--- config.mk ---
export PLATFORM = sky130hd
export DESIGN_NAME = spi_clk_sched
export DESIGN_NICKNAME = d
export VERILOG_FILES = /design/src/rtl/spi_clk_sched.sv
export SDC_FILE = /design/constraint.sdc
export NUM_CORES = 1
export LEC_CHECK = 0
export ABC_CLOCK_PERIOD_IN_PS = 1900
export BUFFER_PORTS_ARGS = -buffer_cell sky130_fd_sc_hd__buf_2
export CELL_PAD_IN_SITES_DETAIL_PLACEMENT = 2
export CELL_PAD_IN_SITES_GLOBAL_PLACEMENT = 2
export CORE_MARGIN = 4
export CORE_UTILIZATION = 30
export CTS_CLUSTER_DIAMETER = 30
export CTS_CLUSTER_SIZE = 28
export DETAILED_ROUTE_END_ITERATION = 8
export PLACE_DENSITY_LB_ADDON = 0.1
export SLEW_MARGIN = 20
export SYNTH_ARGS = -nofsm -noshare
export SYNTH_HDL_FRONTEND = slang
export SYNTH_SLANG_ARGS = --single-unit
--- constraint.sdc ---
create_clock -name i_clk_25 -period 1.9 [get_ports i_clk_25]
set_input_delay 0.19 -clock i_clk_25 [delete_from_list [all_inputs] [get_ports i_clk_25]]
set_output_delay 0.19 -clock i_clk_25 [all_outputs]
set_load 0.02 [all_outputs]
--- src/rtl/spi_clk_sched.sv ---
// ---------------------------------------------------------------------------
// spi_clk_sched
//
// Controller for the SPI clock PLL and its downstream clock-select mux, running
// in the 25 MHz reference domain. It pulses the PLL reset and waits for lock,
// re-resetting on timeout. It then arbitrates N_REQ requesters round-robin.
// Each requester asks for one of four SPI clock rates. Before a grant the mux
// output is gated off, reselected, allowed to settle and gated back on, so the
// SPI engine never sees a runt clock.
//
// Ports:
//   i_clk_25        in   25 MHz reference clock (only clock)
//   i_rst_n         in   synchronous active-low reset
//   i_pll_lock      in   PLL lock, asynchronous (2-flop synchronised here)
//   o_pll_rst       out  active-high PLL reset
//   i_req           in   [N_REQ]   level request per requester
//   i_req_speed     in   [2*N_REQ] speed per requester, bits [2i+1:2i]
//                        (0=5, 1=20, 2=80, 3=160 MHz)
//   o_grant         out  [N_REQ]   one-hot grant, or zero
//   o_clk_sel       out  [2]       clock mux select, same encoding as speed
//   o_clk_en        out  clock gate enable for the mux output
//   o_ready         out  PLL locked and scheduler operational
//   o_relock_count  out  [8]       saturating count of PLL re-resets
// ---------------------------------------------------------------------------
module spi_clk_sched #(
    parameter int unsigned N_REQ         = 2,
    parameter int unsigned RST_CYCLES    = 16,
    parameter int unsigned SETTLE_CYCLES = 4,
    parameter int unsigned LOCK_TIMEOUT  = 1024
) (
    input  logic                 i_clk_25,
    input  logic                 i_rst_n,
    input  logic                 i_pll_lock,
    output logic                 o_pll_rst,
    input  logic [N_REQ-1:0]     i_req,
    input  logic [2*N_REQ-1:0]   i_req_speed,
    output logic [N_REQ-1:0]     o_grant,
    output logic [1:0]           o_clk_sel,
    output logic                 o_clk_en,
    output logic                 o_ready,
    output logic [7:0]           o_relock_count
);

    // ------------------------------------------------------------------
    // Sizing
    // ------------------------------------------------------------------
    localparam int unsigned OWN_W     = (N_REQ > 1) ? $clog2(N_REQ) : 1;
    localparam int unsigned CNT_MAX_A = (RST_CYCLES > SETTLE_CYCLES) ? RST_CYCLES : SETTLE_CYCLES;
    localparam int unsigned CNT_MAX   = (CNT_MAX_A > LOCK_TIMEOUT) ? CNT_MAX_A : LOCK_TIMEOUT;
    localparam int unsigned CNT_W     = $clog2(CNT_MAX + 1);

    localparam logic [CNT_W-1:0] RST_LAST    = CNT_W'(RST_CYCLES - 1);
    localparam logic [CNT_W-1:0] SETTLE_LAST = CNT_W'(SETTLE_CYCLES - 1);
    localparam logic [CNT_W-1:0] LOCK_LAST   = CNT_W'(LOCK_TIMEOUT - 1);
    localparam logic [CNT_W-1:0] CNT_ONE     = CNT_W'(1);
    localparam logic [OWN_W-1:0] OWN_LAST    = OWN_W'(N_REQ - 1);
    localparam logic [OWN_W-1:0] OWN_ONE     = OWN_W'(1);
    localparam logic [N_REQ-1:0] GRANT_BIT0  = {{(N_REQ-1){1'b0}}, 1'b1};

    // ------------------------------------------------------------------
    // FSM state encoding
    // ------------------------------------------------------------------
    localparam logic [2:0] S_PLL_RST   = 3'd0;
    localparam logic [2:0] S_WAIT_LOCK = 3'd1;
    localparam logic [2:0] S_IDLE      = 3'd2;
    localparam logic [2:0] S_GATE_OFF  = 3'd3;
    localparam logic [2:0] S_SWITCH    = 3'd4;
    localparam logic [2:0] S_GRANTED   = 3'd5;

    // ------------------------------------------------------------------
    // Registers
    // ------------------------------------------------------------------
    logic [2:0]        r_state;
    logic [CNT_W-1:0]  r_cnt;
    logic [1:0]        r_lock_sync;
    logic              r_pll_rst;
    logic [N_REQ-1:0]  r_grant;
    logic [1:0]        r_clk_sel;
    logic              r_clk_en;
    logic              r_ready;
    logic [7:0]        r_relock;
    logic [OWN_W-1:0]  r_ptr;
    logic [OWN_W-1:0]  r_owner;
    logic [1:0]        r_speed;

    // ------------------------------------------------------------------
    // Combinational helpers
    // ------------------------------------------------------------------
    logic              w_lock_s;
    logic              w_any_req;
    logic              w_found_hi;
    logic              w_found_lo;
    logic [OWN_W-1:0]  w_hi;
    logic [OWN_W-1:0]  w_lo;
    logic [OWN_W-1:0]  w_pick;
    logic [1:0]        w_pick_spd;
    logic              w_owner_req;
    logic [OWN_W-1:0]  w_next_ptr;
    logic [7:0]        w_relock_inc;

    assign w_lock_s  = r_lock_sync[1];
    assign w_any_req = |i_req;

    // Round robin: the first set request at or after the pointer wins; if
    // none exists there, the first set request below the pointer wins. This
    // is the same as a wrapping scan that starts at the pointer.
    always_comb begin
        w_found_hi = 1'b0;
        w_found_lo = 1'b0;
        w_hi       = '0;
        w_lo       = '0;
        for (int unsigned i = 0; i < N_REQ; i++) begin
            if (i_req[i]) begin
                if (OWN_W'(i) >= r_ptr) begin
                    if (!w_found_hi) begin
                        w_found_hi = 1'b1;
                        w_hi       = OWN_W'(i);
                    end
                end else if (!w_found_lo) begin
                    w_found_lo = 1'b1;
                    w_lo       = OWN_W'(i);
                end
            end
        end
        w_pick = w_found_hi ? w_hi : w_lo;
    end

    // Speed field of the candidate owner and request level of the
    // current owner.
    always_comb begin
        w_pick_spd  = '0;
        w_owner_req = 1'b0;
        for (int unsigned i = 0; i < N_REQ; i++) begin
            if (OWN_W'(i) == w_pick) begin
                w_pick_spd = i_req_speed[2*i +: 2];
            end
            if (OWN_W'(i) == r_owner) begin
                w_owner_req = i_req[i];
            end
        end
    end

    assign w_next_ptr   = (r_owner == OWN_LAST) ? '0 : r_owner + OWN_ONE;
    assign w_relock_inc = (r_relock == 8'hFF) ? 8'hFF : r_relock + 8'd1;

    // ------------------------------------------------------------------
    // Main sequential block
    // ------------------------------------------------------------------
    always_ff @(posedge i_clk_25) begin
        if (!i_rst_n) begin
            r_state     <= S_PLL_RST;
            r_cnt       <= '0;
            r_lock_sync <= '0;
            r_pll_rst   <= 1'b1;
            r_grant     <= '0;
            r_clk_sel   <= '0;
            r_clk_en    <= 1'b0;
            r_ready     <= 1'b0;
            r_relock    <= '0;
            r_ptr       <= '0;
            r_owner     <= '0;
            r_speed     <= '0;
        end else begin
            r_lock_sync <= {r_lock_sync[0], i_pll_lock};

            case (r_state)
                S_PLL_RST: begin
                    r_pll_rst <= 1'b1;
                    if (r_cnt == RST_LAST) begin
                        r_state   <= S_WAIT_LOCK;
                        r_pll_rst <= 1'b0;
                        r_cnt     <= '0;
                    end else begin
                        r_cnt <= r_cnt + CNT_ONE;
                    end
                end

                S_WAIT_LOCK: begin
                    if (w_lock_s) begin
                        r_state <= S_IDLE;
                        r_ready <= 1'b1;
                        r_cnt   <= '0;
                    end else if (r_cnt == LOCK_LAST) begin
                        r_state   <= S_PLL_RST;
                        r_pll_rst <= 1'b1;
                        r_cnt     <= '0;
                        r_relock  <= w_relock_inc;
                    end else begin
                        r_cnt <= r_cnt + CNT_ONE;
                    end
                end

                S_IDLE, S_GATE_OFF, S_SWITCH, S_GRANTED: begin
                    if (!w_lock_s) begin
                        // Lock loss overrides every other transition in the
                        // operational states.
                        r_state   <= S_PLL_RST;
                        r_cnt     <= '0;
                        r_pll_rst <= 1'b1;
                        r_grant   <= '0;
                        r_clk_en  <= 1'b0;
                        r_ready   <= 1'b0;
                        r_relock  <= w_relock_inc;
                    end else begin
                        case (r_state)
                            S_IDLE: begin
                                if (w_any_req) begin
                                    r_owner <= w_pick;
                                    r_speed <= w_pick_spd;
                                    r_cnt   <= '0;
                                    // Clock already running at the wanted
                                    // rate: skip the gate/switch sequence.
                                    if ((w_pick_spd == r_clk_sel) && r_clk_en) begin
                                        r_state <= S_GRANTED;
                                        r_grant <= GRANT_BIT0 << w_pick;
                                    end else begin
                                        r_state  <= S_GATE_OFF;
                                        r_clk_en <= 1'b0;
                                    end
                                end
                            end

                            S_GATE_OFF: begin
                                r_clk_en <= 1'b0;
                                if (r_cnt == SETTLE_LAST) begin
                                    r_state   <= S_SWITCH;
                                    r_cnt     <= '0;
                                    r_clk_sel <= r_speed;
                                end else begin
                                    r_cnt <= r_cnt + CNT_ONE;
                                end
                            end

                            S_SWITCH: begin
                                if (r_cnt == SETTLE_LAST) begin
                                    r_state  <= S_GRANTED;
                                    r_cnt    <= '0;
                                    r_clk_en <= 1'b1;
                                    r_grant  <= GRANT_BIT0 << r_owner;
                                end else begin
                                    r_clk_en <= 1'b0;
                                    r_cnt    <= r_cnt + CNT_ONE;
                                end
                            end

                            S_GRANTED: begin
                                // Speed changes from the owner are ignored
                                // here; the clock stays enabled after release.
                                if (!w_owner_req) begin
                                    r_state <= S_IDLE;
                                    r_grant <= '0;
                                    r_ptr   <= w_next_ptr;
                                end
                            end

                            default: begin
                                r_state <= S_PLL_RST;
                            end
                        endcase
                    end
                end

                default: begin
                    r_state   <= S_PLL_RST;
                    r_cnt     <= '0;
                    r_pll_rst <= 1'b1;
                    r_grant   <= '0;
                    r_clk_en  <= 1'b0;
                    r_ready   <= 1'b0;
                end
            endcase
        end
    end

    // ------------------------------------------------------------------
    // Outputs (all registered)
    // ------------------------------------------------------------------
    assign o_pll_rst      = r_pll_rst;
    assign o_grant        = r_grant;
    assign o_clk_sel      = r_clk_sel;
    assign o_clk_en       = r_clk_en;
    assign o_ready        = r_ready;
    assign o_relock_count = r_relock;

endmodule

==> impl_metrics.env, run 1 <==
export IMPL_outcome="complete, no violations"
export IMPL_worstSkewPairLatency_ns=0.30
export IMPL_die_h_um=88.9
export IMPL_power_mw=2.86
export IMPL_setup_tns_ns=0
export IMPL_rsz0062_at_grt="yes"
export IMPL_pwr_share_comb_pct=47.2
export IMPL_drtAntennaViolNets=0
export IMPL_worst_slew_pin_slew_ns=0.416
export IMPL_cp_required_ns=2.10
export IMPL_p_leak_nw=1.11
export IMPL_synthesis_nets=263
export IMPL_critical_path_class="reg -> reg"
export IMPL_seqPwrFrac_pct=32.1
export IMPL_ioPinCount=24
export IMPL_p_per_area_nw_per_um2=1030
export IMPL_fmax_ghz=0.530
export IMPL_crit_path_max_fanout=9
export IMPL_cts_num_sinks=35
export IMPL_drv_slew=0
export IMPL_synth_top_area_share_pct=35.7
export IMPL_syn_inst=252
export IMPL_vias=2120
export IMPL_core_um2=6350
export IMPL_wl_per_cell_um=18.0
export IMPL_synthFlopType="dfxtp_1"
export IMPL_p_int_mw=1.68
export IMPL_cts_path_max_buffers=2
export IMPL_hold_buffers=0
export IMPL_avgViaCountPerCell=5.37
export IMPL_p_switching_mw=1.18
export IMPL_final_nets=328
export IMPL_cts_tree="yes"
export IMPL_syn_area_um2=1960
export IMPL_fin_util_pct=43.7
export IMPL_hpwlAfterDp_um=5080
export IMPL_place_area_um2=2430
export IMPL_synth_edf_count=0
export IMPL_clkTransAtPathRegs_ns=0.09
export IMPL_r2r_end="r_state[2]"
export IMPL_synth_common_cells="35 x dfxtp_1, 31 x nor2_1, 25 x nand2_1"
export IMPL_grt_max_degree=14
export IMPL_clkPwrFrac_pct=20.7
export IMPL_syn_area_per_cell_um2=7.79
export IMPL_cts_root_buf="clkbuf_8"
export IMPL_synth_area_leaders="dfxtp_1 36%, nor2_1 5.9%, nand2_1 4.8%, o21ai_0 4.1%, a21oi_1 3.6%"
export IMPL_hold_violations=0
export IMPL_ys_warn_count=0
export IMPL_overflow=0
export IMPL_period_share_pct=99.3
export IMPL_p_sw_share_pct=41.2
export IMPL_cp_start_kind="register"
export IMPL_ys_ff_latch=35
export IMPL_ys_async_sr_fraction_pct=0
export IMPL_start_util_pct=30.9
export IMPL_die_area_um2=7900
export IMPL_yosysTopAreaCell="dfxtp_1"
export IMPL_wirelength_um=7120
export IMPL_skew_ns=0.00785
export IMPL_post_route_min_period_ns=1.89
export IMPL_syn2layout_area_growth_pct=41.6
export IMPL_r2r_cells=6
export IMPL_setup_viol=0
export IMPL_seq_area_frac_synth_pct=35.7
export IMPL_io_buffer_count=23
export IMPL_num_antenna_cells=0
export IMPL_gp_congestion=0.845
export IMPL_critPathCaptureType="register"
export IMPL_grt_pass1_wl_um=11300
export IMPL_die_w_um=88.9
export IMPL_cts_htree_levels=2
export IMPL_whs_endpoint="r_lock_sync[0]"
export IMPL_hp_class="in -> reg"
export IMPL_fillers=737
export IMPL_synthDistinctLibCells=56
export IMPL_r2r_start="r_state[0]"
export IMPL_hp_start="i_pll_lock"
export IMPL_grt_pass1_vias=2306
export IMPL_holdWs_ns=0.0901
export IMPL_antenna_found_initial=0
export IMPL_synth_most_common_cell="dfxtp_1"
export IMPL_cts_buffers=5
export IMPL_drtIter0Drc=85
export IMPL_track_usage_pct=18.8
export IMPL_ir_worst_vdd_mv=0.471
export IMPL_timing_slew_headroom_pct=72.1
export IMPL_worst_endpoint_arrival_ns=2.08
export IMPL_row_count=29
export IMPL_whs_path_depth=2
export IMPL_reg2reg_slack_ns=0.01
export IMPL_drive_gt1_share_pct=38.7
export IMPL_drt_pass1_iterations=4
export IMPL_drv_cap=0
export IMPL_remaining_drc_errors=0
export IMPL_stdcell_area_um2=2780
[what timing repair did]
action | CTS | global route
pin swaps | 4 | 20
setup endpoints to repair | 21 | 26
resized for setup | 14 | 38
buffers inserted | 1 | 5
[routing by layer]
metal	global-route usage, %	vias to the layer above	wire length [um]
met5	0	-	0
met2	34.5	22	3790
li1	-	1038	-
met4	5.08	0	74
met3	3.17	9	115
met1	22.3	1051	3140
[worst max-delay path, stage by stage (launching register included)]
cell     delay (ns)
dfxtp_4        0.38
and3b_1        0.22
o21a_1         0.24
a221o_1        0.43
nor2_4         0.19
o21ai_1        0.09
o221a_2        0.24
[sequential cells by signal (all words and copies together), names as in the netlist]
| signal | flops |
|---|---|
| r_owner | 1 |
| o_clk_sel | 2 |
| o_ready | 1 |
| o_clk_en | 1 |
| o_grant | 2 |
| o_pll_rst | 1 |
| r_ptr | 1 |
| o_relock_count | 8 |
| r_speed | 2 |
| r_cnt | 11 |
| r_state | 3 |
| r_lock_sync | 2 |
[power by group through the flow]
stage	combinational, mW	clock (mW)	sequential (mW)
after global routing	1.47	0.646	0.934
after floorplan	0.689	0	0.905
after detailed placement	1.14	0	0.907
after global placement	1.10	0	0.906
final	1.35	0.594	0.918
after CTS	1.17	0.612	0.900
[final cells by class]
class	instances	area [um^2]	area share, %
inverter	10	37.5	1.35
sequential	35	719	25.9
clock buffer	5	68.8	2.48
timing repair buffer	69	468	16.8
tap	77	96.3	3.47
multi-input combinational	196	1360	49.1
clock inverter	3	23.8	0.856
[kinds of logic (layout without fill, tap and decap cells)]
group	Yosys count	in the layout	share of synthesized area, %
multiplexers	5	5	2.61
adder cells (fa/ha/maj)	2	2	1.28
AO/OA/AOI/OAI	67	67	23.0
flip-flops	35	35	35.7
AND/OR/NAND/NOR	114	114	29.5
XOR/XNOR	8	8	3.57
buffers and inverters	21	87	4.40
[cells in the final DEF (no fill, tap or decap), types with 3 or more instances in the layout]
cell,instances
nor2_1,30
inv_1,9
nand2_1,22
a311oi_1,3
and3_1,3
dfxtp_2,6
mux2i_1,4
clkbuf_8,5
nand4_1,5
dfxtp_4,3
nor3_1,7
a21oi_1,11
nand3_1,10
o21a_1,4
a22oi_1,3
o21ai_1,5
nor3b_2,3
and2_1,3
xnor2_1,6
a31oi_1,3
o21ai_0,12
nor2b_1,5
dfxtp_1,26
nand2_2,3
buf_2,23
buf_4,44
a21oi_2,3
[worst max-delay path by stage]
| stage | from | endpoint |
|---|---|---|
| 6_report | r_state[0] | r_state[2] |
| 5_1_grt | r_cnt[6] | o_relock_count[2] |
| 4_1_cts | r_cnt[1] | r_state[2] |
| 3_5_place_dp | r_cnt[4] | r_cnt[1] |
| 3_3_place_gp | r_cnt[4] | r_state[2] |
| 2_1_floorplan | r_ptr | o_grant[0] |
[through the flow]
step / cells / worst slack (ns)
finish: 395 / 0.0135
floorplan: 252 / 0.0242
global route: 395 / -0.113
CTS: 390 / 0.0000699
global placement: 381 / -0.0408
detailed placement: 381 / -0.103
No activity file was read; power rests on OpenSTA's default activity.
==> run 2, diff against run 1 <==
- ABC_AREA: not set -> 1
- CORE_UTILIZATION: 30 -> 29
==> run 2 against run 1 <==
- maximum frequency increased by 10%
- sequential share of layout area up 2.3 points
- wire length down 11%
- setup slack better by 0.17 ns
- hold slack got worse by 0.016 ns
- clock skew shrank 0.0022 ns
==> impl_metrics.env, run 2 <==
export IMPL_outcome="complete, no violations"
export IMPL_final_nets=356
export IMPL_layout_setup_ws_ns=0.188
export IMPL_antenna_found_initial=0
export IMPL_io_buffer_count=23
export IMPL_synthDistinctLibCells=34
export IMPL_cts_root_buf="clkbuf_8"
export IMPL_skew_ns=0.00561
export IMPL_setup_tns_ns=0
export IMPL_ir_worst_vdd_mv=0.361
export IMPL_syn_inst=305
export IMPL_drive_gt1_share_pct=22.0
export IMPL_p_leak_nw=1.14
export IMPL_die_area_um2=8410
export IMPL_r2r_start="r_cnt[0]"
export IMPL_grt_max_degree=17
export IMPL_grt_pass1_wl_um=10900
export IMPL_fmax_ghz=0.584
export IMPL_cts_tree="yes"
export IMPL_cts_buffers=5
export IMPL_synth_common_cells="70 x nand2_1, 39 x inv_1, 35 x dfxtp_1"
export IMPL_remaining_drc_errors=0
export IMPL_wl_per_cell_um=14.4
export IMPL_hp_start="i_pll_lock"
export IMPL_whs_path_depth=3
export IMPL_syn_area_per_cell_um2=6.66
export IMPL_overflow=0
export IMPL_r2r_end="r_cnt[7]"
export IMPL_hold_violations=0
export IMPL_yosysTopAreaCell="dfxtp_1"
export IMPL_syn_area_um2=2030
export IMPL_crit_path_max_fanout=5
export IMPL_gp_congestion=0.741
export IMPL_avgViaCountPerCell=4.69
export IMPL_row_count=30
export IMPL_ioPinCount=24
export IMPL_layout_commonest_cell="nand2_1"
export IMPL_dp_cells=427
export IMPL_drtAntennaViolNets=0
export IMPL_ys_async_sr_fraction_pct=0
export IMPL_critPathCaptureType="register"
export IMPL_die_w_um=91.7
export IMPL_reg2reg_slack_ns=0.19
export IMPL_core_um2=6790
export IMPL_r2r_cells=12
export IMPL_ys_warn_count=0
export IMPL_setup_viol=0
export IMPL_cp_required_ns=2.08
export IMPL_final_cell_mix="69 x nand2_1, 39 x inv_1, 33 x dfxtp_1"
export IMPL_start_util_pct=29.9
export IMPL_hp_class="in -> reg"
export IMPL_cts_path_max_buffers=2
export IMPL_period_share_pct=90.1
export IMPL_synth_most_common_cell="nand2_1"
export IMPL_post_route_min_period_ns=1.71
export IMPL_synth_top_area_share_pct=34.5
export IMPL_ys_ff_latch=35
export IMPL_p_per_area_nw_per_um2=1110
export IMPL_worst_endpoint_arrival_ns=1.89
export IMPL_track_usage_pct=16.1
export IMPL_timing_slew_headroom_pct=57.7
export IMPL_grt_pass1_vias=2219
export IMPL_synthFlopType="dfxtp_1"
export IMPL_fin_util_pct=36.6
export IMPL_worstSkewPairLatency_ns=0.29
export IMPL_cts_htree_levels=2
export IMPL_place_ws_ns=-0.0338
export IMPL_die_h_um=91.7
export IMPL_drv_cap=0
export IMPL_cts_num_sinks=35
export IMPL_holdWs_ns=0.0746
export IMPL_largest_reg_flops=11
export IMPL_clkTransAtPathRegs_ns=0.08
export IMPL_hpwlAfterDp_um=4840
export IMPL_wirelength_um=6350
export IMPL_whs_endpoint="r_lock_sync[0]"
export IMPL_final_cells=442
export IMPL_cp_start_kind="register"
export IMPL_critical_path_class="reg -> reg"
export IMPL_drt_pass1_iterations=4
export IMPL_drtIter0Drc=47
export IMPL_num_antenna_cells=0
export IMPL_syn2layout_area_growth_pct=22.6
export IMPL_synth_area_leaders="dfxtp_1 35%, nand2_1 13%, inv_1 7.2%, a21oi_1 6.4%, nor2_1 5.9%"
export IMPL_seq_area_frac_synth_pct=34.5
export IMPL_top_register="r_cnt"
export IMPL_vias=2073
export IMPL_synth_edf_count=0
export IMPL_worst_slew_pin_slew_ns=0.633
export IMPL_synthesis_nets=316
export IMPL_drv_slew=0
[run 2: cell count changes after synthesis, moves of 5 or more]
cell,delta
inv_1,+30
a21oi_1,+12
a311oi_1,-5
xnor2_1,-5
nand3_1,+5
nor2b_1,-6
nand2_2,+7
nand2_1,+45
[run 2: logic make-up after synthesis]
group | share of synthesized area, %
compound gates | 15.7
xor+xnor | 3.02
fa+ha+maj | 1.23
buf+inv | 9.86
flops | 34.5
simple gates | 35.7
[run 2: layer usage]
layer  up-vias  global-route usage, %  share of wire, %  wire, um
met5         -                      0                 0         0
met4         0                   5.90               1.3        84
met3         7                   2.38               2.0       130
met2        18                   28.3                50      3190
met1       983                   19.6                46      2940
li1       1065                      -                 -         -
[run 2: what timing repair did]
item	4_1_cts	5_1_grt
pin swaps	0	3
buffers inserted	0	7
hold buffers	0	0
setup endpoints to repair	5	21
resized for setup	2	10
[run 2: where the power goes]
group          switching (mW)  internal (mW)
Combinational           0.820          0.398
Sequential             0.0970          0.830
Clock                   0.295          0.332
[run 2: how the worst max path moves through the flow]
stage | end | depth (start not counted) | from | slack, ns
4_1_cts | r_cnt[7] | 12 | r_cnt[0] | 0.03
2_1_floorplan | o_relock_count[6] | 7 | o_relock_count[0] | 0.40
5_1_grt | o_grant[0] | 12 | r_state[0] | -0.006
6_report | r_cnt[7] | 12 | r_cnt[0] | 0.19
3_3_place_gp | r_cnt[7] | 12 | r_cnt[1] | 0.03
3_5_place_dp | r_cnt[7] | 12 | r_cnt[0] | -0.03
[run 2: area by class of cell]
type	count	area, um^2
sequential	35	703
inverter	45	174
fill	825	4300
timing repair buffer	37	220
clock buffer	8	100
tap	96	120
multi-input combinational	221	1170
[run 2: per-stage QoR]
step,instance area [um^2],power (mW)
after global placement,2290,2.08
after global routing,2490,3.03
after detailed placement,2290,2.11
after CTS,2400,2.75
after floorplan,2030,1.75
final,2490,2.77
[run 2: worst max-delay path: stages (launching register included)]
cell and delay [ns]:
dfxtp_2 0.35, ha_2 0.20, nand2_1 0.10, nor2_4 0.16, nand2_1 0.10, clkinv_1 0.09, nand2_2 0.08, nand3_2 0.08
nand2_4 0.08, inv_2 0.09, nand3_4 0.10, nand2_4 0.12, nor3_1 0.05
==> run 3, diff against run 2 <==
- ABC_CLOCK_PERIOD_IN_PS: 1900 -> 1400
- HOLD_SLACK_MARGIN: not set -> 0.03
- clock period: 1.9 -> 1.4 ns (I/O delays scaled with it)
==> run 3 against run 2 <==
- synthesized cell count did not move
- synthesized area did not move
- the run now fails in global routing
==> impl_metrics.env, run 3 <==
export IMPL_synth_area_leaders="dfxtp_1 35%, nand2_1 13%, inv_1 7.2%, a21oi_1 6.4%, nor2_1 5.9%"
export IMPL_ys_ff_latch=35
export IMPL_endpoint_type="register data pin"
export IMPL_grt_max_degree=17
export IMPL_io_buffer_count=23
export IMPL_synth_xor_area_share_pct=3.02
export IMPL_syn_area_um2=2030
export IMPL_syn_area_per_cell_um2=6.66
export IMPL_ioPinCount=24
export IMPL_haltStage="global routing"
export IMPL_synthFlopType="dfxtp_1"
export IMPL_cts_path_max_buffers=2
export IMPL_synthDistinctLibCells=34
export IMPL_die_h_um=91.7
export IMPL_start_util_pct=29.9
export IMPL_row_count=30
export IMPL_synth_top_family_by_area="simple AND/OR/NAND/NOR gates"
export IMPL_synthAdderAreaFrac_pct=1.23
export IMPL_cts_num_sinks=35
export IMPL_seq_area_frac_synth_pct=34.5
export IMPL_ys_warn_count=0
export IMPL_outcome="did not finish"
export IMPL_cts_buffers=5
export IMPL_synth_most_common_cell="nand2_1"
export IMPL_dp_cells=486
export IMPL_synth_simple_area_share_pct=35.7
export IMPL_grt_worst_setup_endpoint="r_state[0]$_SDFFE_PN0P_/D"
export IMPL_die_w_um=91.7
export IMPL_syn_inst=305
export IMPL_synth_top_area_share_pct=34.5
export IMPL_antenna_found_initial=0
export IMPL_synthesis_nets=316
export IMPL_gp_congestion=0.779
export IMPL_hpwlAfterDp_um=5690
export IMPL_synth_compound_area_share_pct=15.7
export IMPL_synth_edf_count=0
export IMPL_yosysTopAreaCell="dfxtp_1"
export IMPL_cts_root_buf="clkbuf_8"
export IMPL_muxShareOfSynthArea_pct=0
export IMPL_firstError="[ERROR DPL-0033] detailed placement checks failed during check placement."
export IMPL_cts_htree_levels=2
export IMPL_ys_async_sr_fraction_pct=0
export IMPL_synth_common_cells="70 x nand2_1, 39 x inv_1, 35 x dfxtp_1"
-- run 3: cell counts after synthesis --
No cell type changed its count.
-- run 3: metrics by stage --
stage	setup TNS, ns	instance area (um^2)	util (%)	worst slack, ns
after CTS	-2.58	3400	50.0	-0.193
after detailed placement	-6.08	2780	40.9	-0.314
after global placement	-4.46	2780	40.9	-0.229
after floorplan	-0.115	2060	-	-0.0259
-- run 3: timing repair --
item,CTS
hold endpoints to repair,1
hold buffers,1
setup buffers,19
pin swaps,27
setup endpoints to repair,30
gates resized for setup,119
gates cloned,1
-- run 3: logic make-up after synthesis --
group	count (synthesis)
simple gates	154
compound gates	58
buf+inv	49
flops	35
xor+xnor	7
fa+ha+maj	2
==> run 4, diff against run 3 <==
- ABC_CLOCK_PERIOD_IN_PS: 1400 -> 1820
- CELL_PAD_IN_SITES_DETAIL_PLACEMENT: 2 -> not set
- CELL_PAD_IN_SITES_GLOBAL_PLACEMENT: 2 -> not set
- CORE_UTILIZATION: 29 -> 32
- CTS_CLUSTER_DIAMETER: 30 -> not set
- CTS_CLUSTER_SIZE: 28 -> not set
- HOLD_SLACK_MARGIN: 0.03 -> not set
- PLACE_DENSITY_LB_ADDON: 0.1 -> 0.15
- clock period: 1.4 -> 1.82 ns (I/O delays scaled with it)
==> run 4 against run 3 <==
- the run now ends clean
==> impl_metrics.env, run 4 (same netlist as run 2, synthesis figures left out) <==
export IMPL_hpwlAfterDp_um=3640
export IMPL_antenna_found_initial=0
export IMPL_post_route_min_period_ns=1.67
export IMPL_power_mw=2.72
export IMPL_reg2reg_slack_ns=0.15
export IMPL_clkTransAtPathRegs_ns=0.07
export IMPL_fmax_ghz=0.600
export IMPL_dp_cells=407
export IMPL_vias=1937
export IMPL_skew_ns=0.00172
export IMPL_critical_path_class="reg -> reg"
export IMPL_whs_path_depth=3
export IMPL_io_buffer_count=23
export IMPL_core_um2=6030
export IMPL_drv_slew=0
export IMPL_drv_cap=0
export IMPL_drtIter0Drc=59
export IMPL_wl_per_cell_um=11.5
export IMPL_setup_viol=0
export IMPL_critPathCaptureType="register"
export IMPL_overflow=0
export IMPL_cts_buffers=5
export IMPL_crit_path_max_fanout=5
export IMPL_layout_commonest_cell="nand2_1"
export IMPL_gp_congestion=0.859
export IMPL_grt_max_degree=17
export IMPL_cts_htree_levels=2
export IMPL_largest_reg_flops=11
export IMPL_top_register="r_cnt"
export IMPL_grt_pass1_wl_um=8690
export IMPL_rsz0062_at_grt="no"
export IMPL_die_w_um=87.7
export IMPL_r2r_end="r_cnt[7]"
export IMPL_hold_violations=0
export IMPL_final_nets=353
export IMPL_track_usage_pct=14.2
export IMPL_worst_slew_pin_slew_ns=0.595
export IMPL_cts_num_sinks=35
export IMPL_drtAntennaViolNets=0
export IMPL_place_ws_ns=-0.00870
export IMPL_start_util_pct=33.7
export IMPL_die_area_um2=7680
export IMPL_outcome="complete, no violations"
export IMPL_holdWs_ns=0.0790
export IMPL_final_cell_mix="70 x nand2_1, 39 x inv_1, 32 x dfxtp_1"
export IMPL_ir_worst_vdd_mv=0.539
export IMPL_worst_endpoint_arrival_ns=1.84
export IMPL_num_antenna_cells=0
export IMPL_cp_required_ns=1.99
export IMPL_cts_path_max_buffers=2
export IMPL_wirelength_um=4790
export IMPL_die_h_um=87.7
export IMPL_fillers=661
export IMPL_syn2layout_area_growth_pct=19.7
export IMPL_period_share_pct=91.6
export IMPL_whs_endpoint="r_lock_sync[0]"
export IMPL_timing_slew_headroom_pct=60.3
export IMPL_grt_pass1_vias=1941
export IMPL_drive_gt1_share_pct=21.3
export IMPL_final_cells=417
export IMPL_hp_start="i_pll_lock"
export IMPL_cts_tree="yes"
export IMPL_p_per_area_nw_per_um2=1120
export IMPL_layout_setup_ws_ns=0.154
export IMPL_hp_class="in -> reg"
export IMPL_r2r_start="r_cnt[0]"
export IMPL_worstSkewPairLatency_ns=0.28
export IMPL_remaining_drc_errors=0
export IMPL_r2r_cells=12
export IMPL_p_leak_nw=1.12
export IMPL_cp_start_kind="register"
export IMPL_avgViaCountPerCell=4.65
export IMPL_cts_root_buf="clkbuf_8"
export IMPL_row_count=28
export IMPL_drt_pass1_iterations=4
export IMPL_ioPinCount=24
export IMPL_setup_tns_ns=0
==> run 4: how the worst max path moves through the flow <==
stage / from / to / slack, ns / cells past startpoint
floorplan: o_relock_count[0] / o_relock_count[6] / 0.32 / 7
global placement: r_cnt[0] / r_cnt[7] / 0.02 / 12
detailed placement: r_state[2] / r_cnt[3] / -0.009 / 10
CTS: r_cnt[0] / r_cnt[7] / 0.06 / 12
global route: r_cnt[0] / r_cnt[7] / 0.004 / 12
finish: r_cnt[0] / r_cnt[7] / 0.15 / 12
==> run 4: area by class of cell <==
class | count | area [um^2] | area share (%)
Clock buffer | 6 | 82.6 | 3.40
Clock inverter | 1 | 5.00 | 0.206
Inverter | 45 | 174 | 7.16
Multi-Input combinational cell | 221 | 1160 | 47.7
Sequential cell | 35 | 704 | 29.0
Tap cell | 75 | 93.8 | 3.86
Timing Repair Buffer | 34 | 210 | 8.65
==> run 4: stage by stage <==
stage	util [%]	area (um^2)
floorplan	-	2030
global placement	37.7	2270
detailed placement	37.7	2270
CTS	39.3	2370
global route	40.3	2430
finish	40.3	2430
==> run 4: what timing repair did <==
action | in CTS | in global routing
hold endpoints to repair | 0 | 0
setup endpoints to repair | 1 | 18
gates resized for setup | 1 | 9
buffers inserted | 0 | 3
cloned | 0 | 0
hold buffers | 0 | 0
pin swaps | 0 | 3
==> run 4: critical path, stage by stage (launching register included) <==
cell	delay, ns
dfxtp_2	0.35
ha_2	0.18
nand2_1	0.08
nor2_4	0.15
nand2_1	0.09
clkinv_1	0.09
nand2_2	0.07
nand3_2	0.08
nand2_4	0.08
inv_2	0.07
nand3_2	0.11
nand2_4	0.14
nor3_1	0.05
==> run 4: routing by layer <==
| metal | up-vias | part of all wire, % | wire [um] | global-route usage, % |
|---|---|---|---|---|
| met4 | 0 | 1.2 | 57 | 3.77 |
| met1 | 843 | 50 | 2390 | 18.4 |
| li1 | 1057 | - | - | - |
| met5 | - | 0 | 0 | 0 |
| met3 | 5 | 4.9 | 234 | 3.67 |
| met2 | 32 | 44 | 2110 | 23.4 |
==> run 4: report_power, final <==
group	leakage (nW)	switching [mW]	internal [mW]
Combinational	0.789	0.785	0.406
Sequential	0.285	0.0909	0.869
Clock	0.0470	0.274	0.297
